==> config.mk <==
export PLATFORM = sky130hd
export DESIGN_NAME = dsp_cic_dec_tdm
export DESIGN_NICKNAME = d
export VERILOG_FILES = /design/src/rtl/dsp_cic_pkg.sv /design/src/rtl/dsp_round_sat.sv /design/src/rtl/dsp_cic_dec_tdm.sv
export SDC_FILE = /design/constraint.sdc
export NUM_CORES = 2
export LEC_CHECK = 0
export CAP_MARGIN = 5
export CORE_MARGIN = 2
export CORE_UTILIZATION = 60
export CTS_CLUSTER_DIAMETER = 100
export CTS_CLUSTER_SIZE = 28
export DETAILED_ROUTE_END_ITERATION = 10
export HOLD_SLACK_MARGIN = 0.05
export MAX_ROUTING_LAYER = met4
export PLACE_DENSITY = 0.74
export SYNTH_ARGS = -nofsm -noshare
export SYNTH_HDL_FRONTEND = slang
export SYNTH_HIERARCHICAL = 1
export SYNTH_SLANG_ARGS = --single-unit
==> constraint.sdc <==
create_clock -name clk -period 41.7 [get_ports clk]
set_input_delay 6.255 -clock clk [delete_from_list [all_inputs] [get_ports clk]]
set_output_delay 6.255 -clock clk [all_outputs]
set_load 0.01 [all_outputs]
==> src/rtl/dsp_cic_pkg.sv <==
// Shared definitions for the CIC decimator/interpolator family.
//   cic_bout()   : full-precision register width for a CIC cascade
//   clamp_rate() : maps a requested runtime rate into 1..rmax
//   CUT_ROUND / CUT_TRUNC : legal values of the CUT_METHOD parameter
package dsp_cic_pkg;

  localparam string CUT_ROUND = "ROUND";
  localparam string CUT_TRUNC = "CUT";

  // Worst-case growth of an N-stage CIC is N*log2(R*M) bits over the input.
  function automatic int cic_bout(input int bin, input int n, input int rmax, input int m);
    return bin + n * $clog2(rmax * m);
  endfunction

  // Rates 0 and 1 both mean "no decimation"; anything above rmax saturates.
  function automatic int unsigned clamp_rate(input int unsigned rate, input int unsigned rmax);
    if (rate <= 1) return 1;
    if (rate > rmax) return rmax;
    return rate;
  endfunction

endpackage

==> src/rtl/dsp_round_sat.sv <==
// Reduces a BOUT-bit two's complement value to its top COUT bits, rounding
// to nearest with ties away from zero and saturating positive overflow.
//   din  : BOUT-bit full-precision input
//   dout : COUT-bit rounded/saturated result
module dsp_round_sat #(
  parameter int BOUT = 34,
  parameter int COUT = 16
) (
  input  logic [BOUT-1:0] din,
  output logic [COUT-1:0] dout
);

  generate
    if (BOUT > COUT) begin : g_round
      localparam int FW = BOUT - COUT;
      localparam logic [COUT-1:0] POS_MAX = {1'b0, {(COUT-1){1'b1}}};

      logic [COUT-1:0] top;
      logic [FW-1:0]   frac_rest;
      logic            rnd_up;

      always_comb begin
        top       = din[BOUT-1 -: COUT];
        frac_rest = din[FW-1:0];
        frac_rest[FW-1] = 1'b0;
        // Exactly one half on a negative value must not move toward zero.
        rnd_up    = din[FW-1] && (!din[BOUT-1] || (|frac_rest));
        if (rnd_up && (top == POS_MAX)) begin
          dout = POS_MAX;
        end else begin
          dout = top + {{(COUT-1){1'b0}}, rnd_up};
        end
      end
    end else begin : g_pass
      assign dout = COUT'($signed(din));
    end
  endgenerate

endmodule

==> src/rtl/dsp_cic_dec_tdm.sv <==
// Time-multiplexed CIC decimator: CH channels share one N-stage integrator /
// comb datapath; per-channel state lives in register arrays indexed by din_ch.
//   clk, rst_n : clock, asynchronous active-low reset
//   din        : BIN-bit signed sample, qualified by din_vld, channel din_ch
//   rate       : runtime decimation rate, latched (clamped) on rate_ld pulse,
//                which also clears all channel state
//   dout       : BOUT-bit full-precision result, dout_cut its COUT-bit scaled
//                form; dout_vld pulses one cycle, dout_ch names the channel
module dsp_cic_dec_tdm
  import dsp_cic_pkg::*;
#(
  parameter int    CH         = 4,
  parameter int    N          = 5,
  parameter int    M          = 1,
  parameter int    RMAX       = 64,
  parameter int    BIN        = 16,
  parameter int    COUT       = 16,
  parameter string CUT_METHOD = "ROUND",
  localparam int   BOUT       = cic_bout(BIN, N, RMAX, M),
  localparam int   CHW        = (CH > 1) ? $clog2(CH) : 1,
  localparam int   RW         = $clog2(RMAX + 1)
) (
  input  logic            clk,
  input  logic            rst_n,
  input  logic [BIN-1:0]  din,
  input  logic            din_vld,
  input  logic [CHW-1:0]  din_ch,
  input  logic [RW-1:0]   rate,
  input  logic            rate_ld,
  output logic [BOUT-1:0] dout,
  output logic [COUT-1:0] dout_cut,
  output logic            dout_vld,
  output logic [CHW-1:0]  dout_ch
);

  logic [BOUT-1:0] integ_q    [CH][N];
  logic [BOUT-1:0] integ_d    [CH][N];
  logic [BOUT-1:0] comb_dly_q [CH][N][M];
  logic [BOUT-1:0] comb_dly_d [CH][N][M];
  logic [RW-1:0]   cnt_q      [CH];
  logic [RW-1:0]   cnt_d      [CH];
  logic [RW-1:0]   reff_q,     reff_d;
  logic [BOUT-1:0] dout_q,     dout_d;
  logic            dout_vld_q, dout_vld_d;
  logic [CHW-1:0]  dout_ch_q,  dout_ch_d;
  logic            ch_ok;

  // Channel indices past CH can only occur when CH is not a power of two.
  generate
    if (CH == (1 << CHW)) begin : g_ch_full
      assign ch_ok = 1'b1;
    end else begin : g_ch_part
      localparam logic [CHW:0] CH_LIM = (CHW+1)'(CH);
      assign ch_ok = ({1'b0, din_ch} < CH_LIM);
    end
  endgenerate

  always_comb begin
    logic [BOUT-1:0] acc;
    logic [BOUT-1:0] prev;
    integ_d    = integ_q;
    comb_dly_d = comb_dly_q;
    cnt_d      = cnt_q;
    reff_d     = reff_q;
    dout_d     = dout_q;
    dout_vld_d = 1'b0;
    dout_ch_d  = dout_ch_q;
    acc        = '0;
    prev       = '0;

    if (rate_ld) begin
      reff_d = RW'(clamp_rate(32'(rate), 32'(RMAX)));
      for (int unsigned c = 0; c < CH; c++) begin
        cnt_d[c] = '0;
        for (int unsigned k = 0; k < N; k++) begin
          integ_d[c][k] = '0;
          for (int unsigned j = 0; j < M; j++) begin
            comb_dly_d[c][k][j] = '0;
          end
        end
      end
    end else if (din_vld && ch_ok) begin
      // Each stage adds the freshly updated sum of the stage before it.
      acc = BOUT'($signed(din));
      for (int unsigned k = 0; k < N; k++) begin
        acc              = acc + integ_q[din_ch][k];
        integ_d[din_ch][k] = acc;
      end

      if (cnt_q[din_ch] == reff_q - 1'b1) begin
        cnt_d[din_ch] = '0;
        // Each comb stage subtracts its input from M decimated samples ago.
        for (int unsigned k = 0; k < N; k++) begin
          prev = comb_dly_q[din_ch][k][M-1];
          for (int unsigned j = M - 1; j > 0; j--) begin
            comb_dly_d[din_ch][k][j] = comb_dly_q[din_ch][k][j-1];
          end
          comb_dly_d[din_ch][k][0] = acc;
          acc = acc - prev;
        end
        dout_d     = acc;
        dout_vld_d = 1'b1;
        dout_ch_d  = din_ch;
      end else begin
        cnt_d[din_ch] = cnt_q[din_ch] + 1'b1;
      end
    end
  end

  always_ff @(posedge clk or negedge rst_n) begin
    if (!rst_n) begin
      for (int unsigned c = 0; c < CH; c++) begin
        cnt_q[c] <= '0;
        for (int unsigned k = 0; k < N; k++) begin
          integ_q[c][k] <= '0;
          for (int unsigned j = 0; j < M; j++) begin
            comb_dly_q[c][k][j] <= '0;
          end
        end
      end
      reff_q     <= RW'(RMAX);
      dout_q     <= '0;
      dout_vld_q <= 1'b0;
      dout_ch_q  <= '0;
    end else begin
      integ_q    <= integ_d;
      comb_dly_q <= comb_dly_d;
      cnt_q      <= cnt_d;
      reff_q     <= reff_d;
      dout_q     <= dout_d;
      dout_vld_q <= dout_vld_d;
      dout_ch_q  <= dout_ch_d;
    end
  end

  // Scaling is fixed to the RMAX gain, so dout_cut always takes the top bits.
  generate
    if (CUT_METHOD == CUT_ROUND) begin : g_round
      dsp_round_sat #(
        .BOUT(BOUT),
        .COUT(COUT)
      ) u_round_sat (
        .din (dout_q),
        .dout(dout_cut)
      );
    end else begin : g_cut
      assign dout_cut = dout_q[BOUT-1 -: COUT];
    end
  endgenerate

  assign dout     = dout_q;
  assign dout_vld = dout_vld_q;
  assign dout_ch  = dout_ch_q;

endmodule

==> impl_metrics.ini <==
[placed_design]
place_area_um2 = 105200
io_buffers = 93
dp_hpwl_um = 179600
gp_congestion = 0.9241
place_ws_ps = 14570

[global_routing]
antenna_found_initial = 3
grt_max_degree = 183
grtUsageTotal_pct = 33.70
grt_first_pass_wirelength_um = 450900
overflow = 0
grt_pass1_vias = 76160

[route]
routed_wl_um = 284200
drt_pass1_iterations = 6
viasPerCell = 7.021
antenna_left = 0
drt_iter0_markers = 7664
num_vias = 75650
drc = 0
avgRoutedWirePerCell_um = 26.37

[synthesis]
synth_edf_count = 0
postSynthAreaPerCell_um2 = 11.63
synth_top_cell_by_area = dfrtp_1
async_flop_share_pct = 100.0
synthFlopType = dfrtp_1
synth-seq-cells = 1924
post-synth-top-count-cell = dfrtp_1
synthTopCellsByArea = dfrtp_1 (47%), a22o_1 (14%), mux4_2 (10%)
ys_top_cells_by_count = dfrtp_1 (1,923), a22o_1 (1,596), nand2_1 (573), o21ai_0 (485), clkbuf_1 (481)
synth_warnings = 6
synth.net_count = 9300
syn_area_um2 = 102200
synth_top_area_share_pct = 47.08
ys_types = 93
syn_inst = 8786
synth-seq-area-share_pct = 47.10

[clock_tree]
cts_hold_buf = 0
cts_buffer_depth = 3
cts.sinks = 1924
cts-resized-gates = 0
htree_levels = 3
cts_setup_buffers = 0
cts_root_buf = clkbuf_16
path_clk_slew_ps = 110
cts_tree = done
clk_latency_ps = 740
numCtsBuffers = 79

[status]
status = complete, no violations

[critical_path]
critical_path.top_delay_family = compound AO/OA/AOI/OAI gates
cp_slowest_cell = mux4_2
required_ps = 42300
worst_ep_arrival_time_ps = 27460
crit_path_frequent_cell = a21oi_1
startpoint_type = input port
crit_buf_inv = 5
critPathMaxFanout = 41
crit_path_end_kind = register
crit_type = input port to register
cpPeakStageDelay_ps = 580

[floorplanning]
core_area_um2 = 169300
dieArea_um2 = 173700
num_io_pins = 94
fp.dieH_um = 416.8
start_util_pct = 60.38
row_count = 151
die_x_um = 416.8

[timing]
fmax_mhz = 37.22
rsz0062_at_grt = false
setup_violations = 0
final.setup_skew_ps = 26.82
fin_crit_ps = 26870
slew_viol_final = 0
fin_tns_setup_ps = 0
fin_crit_sh_pct = 64.43
worst_slew_pin_slew_ps = 1295
final-hold-violation-count = 0
setup_ws_ps = 14830
maxSlewHeadroom_pct = 12.94

[min_path]
hold_class = register to register

[finish]
drive_gt1_share_pct = 9.035
design_area_um2 = 107300
layout.nets = 9060
syn_to_final_growth_pct = 5.013
final_util_pct = 63.41

[run]
maxCapViolCount = 0
cell families (layout without fill, tap and decap cells):
logic type      Yosys count  count (layout)  share of synthesized area (%)
fa+ha+maj               485             485                          6.010
simple gates           1350            1350                          6.135
buf+inv                 966             736                          3.556
flops                  1924            1924                          47.10
compound gates         3153            3153                          23.01
xor+xnor                428             428                          3.761
mux                     480             480                          10.42
other cells               0               2                              0
cell type report:
class | instances | area (um2)
Multi-Input combinational cell | 5896 | 50570
Timing Repair Buffer | 238 | 2222
Clock buffer | 87 | 2059
Antenna cell | 2 | 5.005
Inverter | 407 | 1528
Tap cell | 2218 | 2775
Sequential cell | 1924 | 48150
Fill cell | 13020 | 61940
Clock inverter | 4 | 41.29
per-layer routing:
| metal | wire (um) | GRT usage, % |
|---|---|---|
| met5 | 0 | - |
| met4 | 7001 | 8.567 |
| met3 | 23800 | 5.341 |
| met2 | 128800 | 50.00 |
| met1 | 124600 | 49.01 |
metrics by stage:
stage,hold slack [ps],instances
6_report,486.1,10780
5_1_grt,502.4,10780
4_1_cts,487.9,10770
3_5_place_dp,463.5,10680
3_3_place_gp,446.3,10680
2_1_floorplan,433.4,8786
sequential cells by signal, summed over array words and instances, names as in the netlist:
signal	flops
cnt_q	28
reff_q	7
comb_dly_q	920
dout_ch	2
dout	46
integ_q	920
dout_vld	1
placed cells by master (no fill, tap or decap), drive strengths merged, types with 10 or more instances in the layout:
master / netlist / routed
ha: 475 / 475
o31ai: 26 / 26
nand3: 101 / 101
a21oi: 426 / 426
o21a: 60 / 60
xor2: 106 / 106
and3: 38 / 38
nor3: 64 / 64
a22o: 1596 / 1596
dfrtp: 1923 / 1923
xnor2: 320 / 320
clkbuf: 481 / 87
clkdlybuf4s50: 0 / 90
nand2: 573 / 573
a31oi: 32 / 32
or3: 10 / 10
nand3b: 13 / 13
a21boi: 19 / 19
buf: 78 / 148
fa: 10 / 10
nor2b: 62 / 62
a2111oi: 11 / 11
nand4: 53 / 53
nand2b: 77 / 77
a21o: 225 / 225
a211oi: 38 / 38
inv: 406 / 409
o22ai: 13 / 13
and2: 21 / 21
o211ai: 15 / 15
nor4: 13 / 13
or2: 19 / 19
o21ai: 492 / 492
mux4: 467 / 467
o41ai: 15 / 15
o21bai: 82 / 82
nor2: 273 / 273
tightest hold or removal path, stage by stage, from the launching register on:
cell     delay [ps]
dfrtp_1         360
nand2_1          50
nand2_1          50
final timing paths:
check                                    startpoint                           to  slack, ps  cells past startpoint
max                                       din_ch[0]         dout[45]$_DFFE_PN0P_      14830                     91
min                        integ_q[780]$_DFFE_PN0P_     integ_q[780]$_DFFE_PN0P_        490                      2
max reg2reg                integ_q[414]$_DFFE_PN0P_         dout[45]$_DFFE_PN0P_      20520                     90
min reg2reg                integ_q[780]$_DFFE_PN0P_     integ_q[780]$_DFFE_PN0P_        490                      2
max in group asynchronous                     rst_n  comb_dly_q[883]$_DFFE_PN0P_      32160                      5
min in group asynchronous                     rst_n  comb_dly_q[266]$_DFFE_PN0P_       5490                      1
Power is not shown: default switching activity piles up to over one toggle a cycle in this logic, so the estimate is an artifact.
